<file path="config.mk">
export PLATFORM = sky130hd
export DESIGN_NAME = phase_sequencer_flat
export DESIGN_NICKNAME = d
export VERILOG_FILES = /design/src/rtl/phase_sequencer_if.sv /design/src/rtl/phase_sequencer.sv /design/src/flat_wrapper.sv
export SDC_FILE = /design/constraint.sdc
export NUM_CORES = 1
export LEC_CHECK = 0
export BUFFER_PORTS_ARGS = -buffer_cell sky130_fd_sc_hd__buf_2
export CORE_MARGIN = 3
export CORE_UTILIZATION = 53
export CTS_BUF_LIST = sky130_fd_sc_hd__clkbuf_8
export CTS_CLUSTER_DIAMETER = 80
export CTS_CLUSTER_SIZE = 8
export DETAILED_ROUTE_END_ITERATION = 6
export PLACE_DENSITY = 0.82
export SYNTH_ARGS = -nofsm -noshare
export SYNTH_HDL_FRONTEND = slang
export SYNTH_SLANG_ARGS = --single-unit
</file>
<file path="constraint.sdc">
create_clock -name clk -period 2.6 [get_ports clk]
set_clock_uncertainty 0.05 [all_clocks]
set_input_delay 0.52 -clock clk [delete_from_list [all_inputs] [get_ports clk]]
set_output_delay 0.52 -clock clk [all_outputs]
set_load 0.02 [all_outputs]
</file>
<file path="src/rtl/phase_sequencer_if.sv">
// rtl/phase_sequencer_if.sv - control/status bundle between front panel, datapath and phase sequencer
interface phase_sequencer_if #(
  parameter int COUNT_W = 16
);
  logic               start;
  logic               stop;
  logic               step_mode;
  logic               step_req;
  logic               mem_wait;
  logic [15:0]        instruction;
  logic [2:0]         phase;
  logic               running;
  logic               halted;
  logic               retire;
  logic [COUNT_W-1:0] instr_count;

  modport master (
    output start, stop, step_mode, step_req, mem_wait, instruction,
    input  phase, running, halted, retire, instr_count
  );

  modport slave (
    input  start, stop, step_mode, step_req, mem_wait, instruction,
    output phase, running, halted, retire, instr_count
  );
endinterface

</file>
<file path="src/rtl/phase_sequencer.sv">
// rtl/phase_sequencer.sv - instruction phase sequencer with run/stop/step, HLT and memory-wait stretch
module phase_sequencer #(
  parameter int LAST_PHASE = 5,
  parameter int HOLD_PHASE = 4,
  parameter int COUNT_W    = 16
) (
  input  logic              clk,
  input  logic              rst,
  phase_sequencer_if.slave  bus
);

  localparam logic [2:0] PH_LAST = 3'(LAST_PHASE);
  localparam logic [2:0] PH_HOLD = 3'(HOLD_PHASE);
  localparam logic [2:0] PH_DEC  = 3'd2;
  localparam logic [2:0] PH_ONE  = 3'd1;
  localparam logic [2:0] PH_IDLE = 3'd0;

  typedef enum logic [1:0] {
    S_IDLE,
    S_RUN,
    S_STEP_WAIT,
    S_HALT
  } state_t;

  state_t             state;
  logic [2:0]         phase_r;
  logic               running_r;
  logic               halted_r;
  logic               retire_r;
  logic [COUNT_W-1:0] count_r;
  logic               stop_pending;

  logic start_q, stop_q, step_q;
  logic start_e, stop_e, step_e;
  logic is_hlt;

  assign start_e = bus.start    & ~start_q;
  assign stop_e  = bus.stop     & ~stop_q;
  assign step_e  = bus.step_req & ~step_q;

  // HLT opcode: top two bits set and function nibble [7:4] all ones
  assign is_hlt = ((bus.instruction & 16'hC0F0) == 16'hC0F0);

  always_ff @(posedge clk) begin
    if (rst) begin
      state        <= S_IDLE;
      phase_r      <= PH_IDLE;
      running_r    <= 1'b0;
      halted_r     <= 1'b0;
      retire_r     <= 1'b0;
      count_r      <= '0;
      stop_pending <= 1'b0;
      // a level held through reset must not look like a fresh edge afterwards
      start_q      <= bus.start;
      stop_q       <= bus.stop;
      step_q       <= bus.step_req;
    end else begin
      start_q  <= bus.start;
      stop_q   <= bus.stop;
      step_q   <= bus.step_req;
      retire_r <= 1'b0;

      case (state)
        S_IDLE: begin
          if (start_e) begin
            state     <= S_RUN;
            phase_r   <= PH_ONE;
            running_r <= 1'b1;
          end
        end

        S_RUN: begin
          if (stop_e) begin
            stop_pending <= 1'b1;
          end

          if (phase_r == PH_HOLD && bus.mem_wait) begin
            phase_r <= phase_r;
          end else if (phase_r == PH_DEC && is_hlt) begin
            state        <= S_HALT;
            phase_r      <= PH_IDLE;
            running_r    <= 1'b0;
            halted_r     <= 1'b1;
            stop_pending <= 1'b0;
          end else if (phase_r == PH_LAST) begin
            retire_r <= 1'b1;
            count_r  <= count_r + COUNT_W'(1);
            // a stop arriving in this very cycle still ends the run here
            if (stop_pending || stop_e) begin
              state        <= S_IDLE;
              phase_r      <= PH_IDLE;
              running_r    <= 1'b0;
              stop_pending <= 1'b0;
            end else if (bus.step_mode) begin
              state        <= S_STEP_WAIT;
              phase_r      <= PH_IDLE;
              running_r    <= 1'b0;
              stop_pending <= 1'b0;
            end else begin
              phase_r <= PH_ONE;
            end
          end else begin
            phase_r <= phase_r + 3'd1;
          end
        end

        S_STEP_WAIT: begin
          if (step_e || (start_e && !bus.step_mode)) begin
            state     <= S_RUN;
            phase_r   <= PH_ONE;
            running_r <= 1'b1;
          end else if (stop_e) begin
            state <= S_IDLE;
          end
        end

        S_HALT: begin
          phase_r   <= PH_IDLE;
          running_r <= 1'b0;
          halted_r  <= 1'b1;
        end

        default: begin
          state     <= S_IDLE;
          phase_r   <= PH_IDLE;
          running_r <= 1'b0;
        end
      endcase
    end
  end

  assign bus.phase       = phase_r;
  assign bus.running     = running_r;
  assign bus.halted      = halted_r;
  assign bus.retire      = retire_r;
  assign bus.instr_count = count_r;

endmodule

</file>
<file path="src/flat_wrapper.sv">
// flat-port wrapper written by rule: the top's interface ports become plain ports
module phase_sequencer_flat 
#(
  parameter int LAST_PHASE = 5,
  parameter int HOLD_PHASE = 4,
  parameter int COUNT_W    = 16
)
  (clk, rst, bus_start, bus_stop, bus_step_mode, bus_step_req, bus_mem_wait, bus_instruction, bus_phase, bus_running, bus_halted, bus_retire, bus_instr_count);
  phase_sequencer_if #(.COUNT_W(COUNT_W)) bus_i ();
  input  logic clk;
  input  logic rst;
  input wire logic [$bits(bus_i.start)-1:0] bus_start;
  input wire logic [$bits(bus_i.stop)-1:0] bus_stop;
  input wire logic [$bits(bus_i.step_mode)-1:0] bus_step_mode;
  input wire logic [$bits(bus_i.step_req)-1:0] bus_step_req;
  input wire logic [$bits(bus_i.mem_wait)-1:0] bus_mem_wait;
  input wire logic [$bits(bus_i.instruction)-1:0] bus_instruction;
  output wire logic [$bits(bus_i.phase)-1:0] bus_phase;
  output wire logic [$bits(bus_i.running)-1:0] bus_running;
  output wire logic [$bits(bus_i.halted)-1:0] bus_halted;
  output wire logic [$bits(bus_i.retire)-1:0] bus_retire;
  output wire logic [$bits(bus_i.instr_count)-1:0] bus_instr_count;
  assign bus_i.start = bus_start;
  assign bus_i.stop = bus_stop;
  assign bus_i.step_mode = bus_step_mode;
  assign bus_i.step_req = bus_step_req;
  assign bus_i.mem_wait = bus_mem_wait;
  assign bus_i.instruction = bus_instruction;
  assign bus_phase = bus_i.phase;
  assign bus_running = bus_i.running;
  assign bus_halted = bus_i.halted;
  assign bus_retire = bus_i.retire;
  assign bus_instr_count = bus_i.instr_count;
  phase_sequencer #(.LAST_PHASE(LAST_PHASE), .HOLD_PHASE(HOLD_PHASE), .COUNT_W(COUNT_W)) u_core (.clk(clk), .rst(rst), .bus(bus_i));
endmodule
</file>
==> results of run 1 <==
[placed cells by master (no fill, tap or decap), drive strengths merged, types with 2 or more instances in the layout]
| master | synthesis | final |
|---|---|---|
| a21oi | 14 | 14 |
| buf | 6 | 35 |
| clkbuf | 3 | 3 |
| dfxtp | 28 | 28 |
| ha | 5 | 5 |
| inv | 6 | 6 |
| mux2i | 2 | 2 |
| nand2 | 12 | 12 |
| nand2b | 5 | 5 |
| nand3 | 4 | 4 |
| nand4 | 5 | 5 |
| nand4b | 3 | 3 |
| nor2 | 13 | 13 |
| nor2b | 4 | 4 |
| nor3 | 6 | 6 |
| nor4 | 2 | 2 |
| nor4b | 2 | 2 |
| o21ai | 9 | 9 |
| o31a | 2 | 2 |
| or2b | 4 | 4 |
| or3 | 9 | 9 |
| or4 | 2 | 2 |
| xnor2 | 6 | 6 |
| xor2 | 2 | 2 |
[worst paths after layout]
check                                     to  slack (ns)  depth (start not counted)
hold / removal                 u_core.stop_q        0.30                          1
setup reg to reg  u_core.bus.instr_count[15]        0.26                          6
setup / recovery  u_core.bus.instr_count[15]        0.26                          6
hold reg to reg    u_core.bus.instr_count[1]        0.46                          2
[sequential cells by signal, indices dropped and copies added, names as in the netlist]
| register | count |
|---|---|
| u_core.bus.halted | 1 |
| u_core.bus.instr_count | 16 |
| u_core.bus.phase | 3 |
| u_core.bus.retire | 1 |
| u_core.bus.running | 1 |
| u_core.start_q | 1 |
| u_core.state | 2 |
| u_core.step_q | 1 |
| u_core.stop_pending | 1 |
| u_core.stop_q | 1 |
[cells by family (layout without fill, tap and decap cells)]
logic type	count (synthesis)	count (layout)	share of synthesized area
AOI/OAI and AO/OA	37	37	0.163
xor gates and xnor gates	8	8	0.0469
adders and majority gates	5	5	0.0419
buffers and inverters	15	45	0.0544
DFF	28	28	0.375
muxes	3	3	0.0209
and+or+nand+nor	75	75	0.297
[layout make-up]
cell class / count / area [um^2]
Timing Repair Buffer: 35 / 178
Tap cell: 30 / 37.5
Inverter: 6 / 22.5
Clock inverter: 1 / 30.0
Fill cell: 217 / 846
Sequential cell: 28 / 561
Multi-Input combinational cell: 128 / 852
Clock buffer: 3 / 41.3
[per-stage QoR]
step	instances	hold slack [ns]	worst slack [ns]	cell area, um^2	utilization
after global placement	227	0.418	0.372	1650	0.643
after detailed placement	227	0.440	0.312	1650	0.643
after floorplan	171	0.432	0.613	1490	-
after CTS	231	0.299	0.282	1720	0.671
after global routing	231	0.295	0.162	1720	0.671
final	231	0.297	0.264	1720	0.671
[worst reg2reg max path, delay by kind of cell, from the launching register on]
kind,cells,cell delay [ns]
adder cells (fa/ha/maj),1,0.41
flip-flops,1,0.36
AO/OA/AOI/OAI,1,0.14
AND/OR/NAND/NOR,3,1.23
buffers and inverters,1,0.09
[power by group through the flow]
| stage | sequential (mW) | clock [mW] | combinational (mW) |
|---|---|---|---|
| floorplan | 0.501 | 0 | 0.216 |
| global placement | 0.484 | 0 | 0.281 |
| detailed placement | 0.486 | 0 | 0.290 |
| CTS | 0.477 | 0.348 | 0.293 |
| global route | 0.480 | 0.367 | 0.325 |
| finish | 0.476 | 0.347 | 0.297 |
[metal layers]
layer / track usage / routed length [um] / vias up
met5: 0 / 0 / -
met4: 0.100 / 73 / 0
met3: 0.0261 / 236 / 9
met2: 0.308 / 1490 / 62
met1: 0.274 / 1460 / 642
li1: - / - / 673
==> reports/results.txt, run 1 <==
Routability Congestion: 0.889
worst-path cell chain: inv_1, ha_1, nand4b_4, or4_4, or3_1, a21oi_1
Initial Utilization: 0.582
worst reg2reg path startpoint: u_core.state[1]
sequential-to-total area share from yosys stat: 0.375
commonest cells in the netlist: dfxtp_1, a21oi_1, nor2_1
startpoint types: register
clock tree sinks: 28
P_int: 0.788 mW
Max Fclk: 0.428 GHz
Avg Cell Area, Syn: 8.74 um^2
Synth cell types: 44
final setup vio count: 0
pin count of the biggest net entering global routing: 30
number of synthesized flops with an enable pin: 0
crit path from: u_core.state[1]
Sequential Power Share: 0.425
clk root buf: clkbuf_8
Pins Over Slew Limit: 0
initial antenna violation count: 0
worst-margin pin slew: 0.534 ns
die height: 59.1 um
die footprint: 3490 um^2
H-tree depth: 1
CTS tree: done
crit end category: register
WP data arrival: 2.50 ns
aggregate global routing overflow: 0
max_slew headroom: 0.639
# Post-CTS Setup Buffers: 0
global-route wire length before repair: 5.46 mm
setup tns final: 0 ns
final WL: 3.26 mm
Yosys top cell by area: dfxtp_1
synthesized area: 1490 um^2
CTS Hold Bufs: 0
Post-Synthesis Net Count: 199
Clock Power Share: 0.309
TritonRoute pass-1 iters: 4
Top Ports: 45
Worst Path Max Fanout: 11
total power: 1.12 mW
crit share post-route: 0.898
combinational share of power: 0.265
Min-Delay Startpoint: bus_stop
TritonCTS Buffers: 3
most common cell in the synthesized netlist: dfxtp_1
worst setup path class: reg -> reg
routed via count: 1,386
Avg WL per Cell: 14.1 um
WP buf/inv: 1
DRT iter0 DRCs: 54
final hold violations: 0
Global Route Usage Sum: 0.200
number of max-cap violations: 0
PwrDens: 651 nW/um^2
row count: 18
share of cells above drive strength 1: 0.239
post-layout minimum cycle time: 2.34 ns
VDD IR-drop max: 0.537 mV
Antenna Nets Post-Route: 0
Critical Path Max Stage Delay: 0.62 ns
Worst-path clk slew: 0.10 ns
Chip Width: 59.1 um
CORE AREA: 2570 um^2
Switch Pwr: 0.332 mW
P&R area growth vs syn: 15.2%
RSZ-0062 raised after global routing: no
number of global-route vias before repair: 1,285
antenna fix cells: 0
Hold WC Path Type: in -> reg
status: finished clean
Final nets: 230
synthesized flop and latch total: 28
Sw Ratio: 0.297
Syn Inst Count: 171
IO Port Bufs: 34
Critical Path Slowest Stage Cell: or4_4
worst path required time: 2.76 ns
Via density: 6.00
largest cells by area after synthesis: dfxtp_1, a21oi_1, ha_1
clock tree buffer depth: 2
Primary FF master, synth: dfxtp_1
Worst-Skew Late Latency: 0.28 ns
Leak: 0.679 nW
PostCTS Resize Cnt: 0
Ys Warns: 0
# DRC: 0
crit-path leading delay family: simple AND/OR/NAND/NOR gates
ys async rst share: 0
detailed placer's ending HPWL: 2.31 mm
share of the synthesized area in the top cell type: 0.375
(Power assumes the default switching activity.)
==> run 2: changes to the inputs <==
--- a/config.mk
+++ b/config.mk
@@ -7,12 +7,11 @@
 export LEC_CHECK = 0
 export BUFFER_PORTS_ARGS = -buffer_cell sky130_fd_sc_hd__buf_2
 export CORE_MARGIN = 3
-export CORE_UTILIZATION = 53
+export CORE_UTILIZATION = 40
 export CTS_BUF_LIST = sky130_fd_sc_hd__clkbuf_8
 export CTS_CLUSTER_DIAMETER = 80
 export CTS_CLUSTER_SIZE = 8
 export DETAILED_ROUTE_END_ITERATION = 6
-export PLACE_DENSITY = 0.82
 export SYNTH_ARGS = -nofsm -noshare
 export SYNTH_HDL_FRONTEND = slang
 export SYNTH_SLANG_ARGS = --single-unit
==> reports/results.txt, run 2 (synthesis results as in run 1) <==
status: finished clean
RSZ-0062 raised after global routing: no
CTS Hold Bufs: 0
worst path required time: 2.75 ns
Worst-path clk slew: 0.09 ns
Routability Congestion: 0.825
TritonCTS Buffers: 3
Critical Path Max Stage Delay: 0.62 ns
worst setup path class: reg -> reg
PostCTS Resize Cnt: 0
final WL: 3.12 mm
Avg WL per Cell: 12.6 um
initial antenna violation count: 0
Hold WC Path Type: in -> reg
worst-path cell chain: inv_1, ha_1, nand4b_4, or4_4, or3_1, a21oi_1
global-route wire length before repair: 5.48 mm
VDD IR-drop max: 0.351 mV
total power: 1.10 mW
Via density: 5.34
# DRC: 0
Antenna Nets Post-Route: 0
Post-Layout Cell Count: 247
Setup WS pre-CTS: 0.311 ns
clock tree sinks: 28
Worst Path Max Fanout: 11
crit end category: register
pin count of the biggest net entering global routing: 30
Final WS setup: 0.307 ns
P&R area growth vs syn: 16.6%
worst-margin pin slew: 0.563 ns
CORE AREA: 3470 um^2
Global Route Usage Sum: 0.155
Worst-Skew Late Latency: 0.27 ns
WP data arrival: 2.45 ns
number of global-route vias before repair: 1,249
clock tree buffer depth: 2
Filler cells: 333
# Post-CTS Setup Buffers: 0
max FFs per register: 16
Final nets: 230
max_slew headroom: 0.620
Pins Over Slew Limit: 0
post-layout minimum cycle time: 2.29 ns
crit share post-route: 0.882
startpoint types: register
TritonRoute pass-1 iters: 4
clk root buf: clkbuf_8
most frequent cells in the layout: buf_2, dfxtp_1, a21oi_1
hold slack final: 0.305 ns
routed via count: 1,318
Chip Width: 67.1 um
Critical Path Slowest Stage Cell: or4_4
DRT iter0 DRCs: 99
H-tree depth: 1
setup tns final: 0 ns
final setup vio count: 0
final hold violations: 0
commonest non-fill, non-tap cell in the layout: buf_2
number of max-cap violations: 0
die footprint: 4500 um^2
Leak: 0.679 nW
dpl cells: 243
Initial Utilization: 0.431
aggregate global routing overflow: 0
IO Port Bufs: 34
row count: 21
Max Fclk: 0.436 GHz
detailed placer's ending HPWL: 2.32 mm
share of cells above drive strength 1: 0.239
CTS tree: done
die height: 67.1 um
antenna fix cells: 0
Top Ports: 45
PwrDens: 633 nW/um^2
## run 2: per-stage QoR
stage,util,cell area [um^2]
CTS,0.502,1740
floorplan,-,1490
detailed placement,0.482,1670
global route,0.502,1740
global placement,0.482,1670
finish,0.502,1740
## run 2: cell type report
type | count | area (um^2) | share of cell area
inverters | 6 | 22.5 | 0.0129
repair buffers | 35 | 178 | 0.102
flip-flops and latches | 28 | 561 | 0.322
clock buffers | 3 | 41.3 | 0.0237
clock inverters | 1 | 30.0 | 0.0172
multi-input cells | 128 | 852 | 0.489
well taps | 46 | 57.6 | 0.0330
## run 2: worst paths after layout
kind / startpoint / endpoint / slack (ns) / depth (start not counted)
worst min register to register: u_core.bus.instr_count[15] / u_core.bus.instr_count[15] / 0.44 / 2
worst max register to register: u_core.state[1] / u_core.bus.instr_count[15] / 0.31 / 6
worst min-delay path: bus_stop / u_core.stop_q / 0.30 / 1
worst max-delay path: u_core.state[1] / u_core.bus.instr_count[15] / 0.31 / 6
## run 2: report_power, final
| part | total [mW] | leakage, nW | internal, mW | switching [mW] |
|---|---|---|---|---|
| combinational | 0.288 | 0.416 | 0.127 | 0.161 |
| clock | 0.338 | 0.0357 | 0.206 | 0.133 |
| sequential | 0.477 | 0.227 | 0.454 | 0.0228 |
| total | 1.10 | 0.679 | 0.787 | 0.316 |
## run 2: routing by layer
metal  global-route usage  part of all wire  up-vias
met3               0.0320             0.046        4
met5                    0                 0        -
met2                0.227              0.43       29
met1                0.219              0.51      608
met4               0.0633             0.011        0
li1                     -                 -      677
## run 2: critical path: cells and delay by family (launching register included)
| kind | cells | cell delay (ns) |
|---|---|---|
| adder cells (fa/ha/maj) | 1 | 0.38 |
| AND/OR/NAND/NOR | 3 | 1.22 |
| buffers and inverters | 1 | 0.09 |
| AO/OA/AOI/OAI | 1 | 0.14 |
| flip-flops | 1 | 0.35 |
==> run 3: changes to the inputs <==
--- a/config.mk
+++ b/config.mk
@@ -6,12 +6,14 @@
 export NUM_CORES = 1
 export LEC_CHECK = 0
 export BUFFER_PORTS_ARGS = -buffer_cell sky130_fd_sc_hd__buf_2
+export CORE_ASPECT_RATIO = 1.1
 export CORE_MARGIN = 3
 export CORE_UTILIZATION = 40
 export CTS_BUF_LIST = sky130_fd_sc_hd__clkbuf_8
 export CTS_CLUSTER_DIAMETER = 80
 export CTS_CLUSTER_SIZE = 8
 export DETAILED_ROUTE_END_ITERATION = 6
+export PLACE_DENSITY = 0.75
 export SYNTH_ARGS = -nofsm -noshare
 export SYNTH_HDL_FRONTEND = slang
 export SYNTH_SLANG_ARGS = --single-unit
==> constraint.sdc (replaced) <==
create_clock -name clk -period 1.87 [get_ports clk]
set_clock_uncertainty 0.05 [all_clocks]
set_input_delay 0.374 -clock clk [delete_from_list [all_inputs] [get_ports clk]]
set_output_delay 0.374 -clock clk [all_outputs]
set_load 0.02 [all_outputs]
==> reports/results.txt, run 3 (synthesis results as in run 1) <==
Filler cells: 338
row count: 22
worst reg2reg path startpoint: u_core.state[1]
Critical Path Slowest Stage Cell: or4_4
Global Route Usage Sum: 0.159
clock tree sinks: 28
RSZ-0062 raised after global routing: yes
CTS Hold Bufs: 0
register area: 567 um^2
H-tree depth: 1
startpoint types: register
Post-Layout Cell Count: 273
combinational share of power: 0.301
worst path required time: 2.03 ns
Setup WS pre-CTS: -0.114 ns
clock tree buffer depth: 2
# DRC: 0
Worst R2R Setup Slack: 0.06 ns
status: finished clean
share of cells above drive strength 1: 0.369
final setup vio count: 0
Antenna Nets Post-Route: 0
die height: 70.1 um
Via density: 5.20
clk root buf: clkbuf_8
Critical R2R Capture: u_core.bus.instr_count[15]
Sequential Power Share: 0.413
Critical Path Max Stage Delay: 0.48 ns
worst-margin pin slew: 0.540 ns
Final nets: 254
antenna fix cells: 0
Switch Pwr: 0.478 mW
final hold violations: 0
Clock Power Share: 0.287
global-route wire length before repair: 5.98 mm
Avg WL per Cell: 12.3 um
Worst-Skew Late Latency: 0.27 ns
WP data arrival: 1.97 ns
CORE AREA: 3470 um^2
initial antenna violation count: 0
number of global-route vias before repair: 1,394
Chip Width: 64.3 um
number of max-cap violations: 0
area of the multi-input gates: 897 um^2
detailed placer's ending HPWL: 2.57 mm
final WL: 3.37 mm
Worst Path Max Fanout: 6
routed via count: 1,419
IO Port Bufs: 34
Initial Utilization: 0.431
most frequent cells in the layout: buf_2, buf_4, dfxtp_1
PwrDens: 836 nW/um^2
die footprint: 4510 um^2
pin count of the biggest net entering global routing: 20
max_slew headroom: 0.634
aggregate global routing overflow: 0
TritonRoute pass-1 iters: 4
Routability Congestion: 0.847
Leak: 0.809 nW
R2R depth: 6
Pins Over Slew Limit: 0
DRT iter0 DRCs: 54
worst setup path class: reg -> reg
worst-path cell chain: inv_2, ha_4, nand4b_4, or4_4, or3_1, a21oi_1
hold path depth: 1
Sw Ratio: 0.290
TritonCTS Buffers: 3
Hold WC Path Type: in -> reg
dpl cells: 267
P_int: 1.17 mW
max FFs per register: 16
P&R area growth vs syn: 32.2%
crit share post-route: 0.967
hold slack final: 0.156 ns
Min-Delay Startpoint: bus_stop
Max Fclk: 0.553 GHz
Final WS setup: 0.0617 ns
Hold Path End: u_core.stop_q
CTS tree: done
crit end category: register
Worst-path clk slew: 0.09 ns
post-layout minimum cycle time: 1.81 ns
commonest non-fill, non-tap cell in the layout: buf_2
Top Ports: 45
VDD IR-drop max: 0.490 mV
## run 3: how the worst max path moves through the flow
stage,start,to,slack [ns],cells after the start
3_3_place_gp,bus_step_mode,u_core.bus.running,-0.12,5
5_1_grt,u_core.state[1],u_core.bus.instr_count[15],-0.02,6
6_report,u_core.state[1],u_core.bus.instr_count[15],0.06,6
3_5_place_dp,bus_step_mode,u_core.bus.running,-0.11,5
2_1_floorplan,u_core.bus.instr_count[0],u_core.bus.instr_count[14],0.0008,5
4_1_cts,u_core.start_q,u_core.bus.running,0.005,4
## run 3: power groups by stage
stage / logic (mW) / registers [mW] / clock network (mW)
final: 0.497 / 0.681 / 0.474
after floorplan: 0.305 / 0.704 / 0
after global placement: 0.460 / 0.692 / 0
after detailed placement: 0.463 / 0.692 / 0
after global routing: 0.551 / 0.688 / 0.509
after CTS: 0.468 / 0.679 / 0.486
## run 3: layout make-up
type | instances | area share
clock buffer | 3 | 0.0209
clock inverter | 1 | 0.0152
inverter | 6 | 0.0114
multi-input combinational | 128 | 0.454
sequential | 28 | 0.287
tap | 48 | 0.0304
timing repair buffer | 59 | 0.181
## run 3: what timing repair did
item / in CTS / in global routing
gates resized for setup: 0 / 10
endpoints found under the setup margin: 0 / 8
setup buffers: 0 / 2
## run 3: layer usage
layer	part of all wire	GRT usage	vias to the layer above	wire length, um
met2	0.47	0.260	37	1590
met5	0	0	-	0
met1	0.46	0.217	653	1540
met3	0.057	0.0161	6	191
li1	-	-	723	-
met4	0.015	0.0516	0	50
## run 3: critical path: cells and delay by family (launching register included)
family | cells | cell delay (ns)
compound gates | 1 | 0.14
buf+inv | 1 | 0.07
simple gates | 3 | 0.98
flops | 1 | 0.35
fa+ha+maj | 1 | 0.16
## run 3: stage by stage
step	power (mW)	setup TNS [ns]	cell area [um^2]	utilization
4_1_cts	1.63	0	1920	0.555
5_1_grt	1.75	-0.0225	1980	0.570
6_report	1.65	0	1980	0.570
2_1_floorplan	1.01	0	1510	-
3_5_place_dp	1.16	-0.199	1850	0.534
3_3_place_gp	1.15	-0.190	1850	0.534
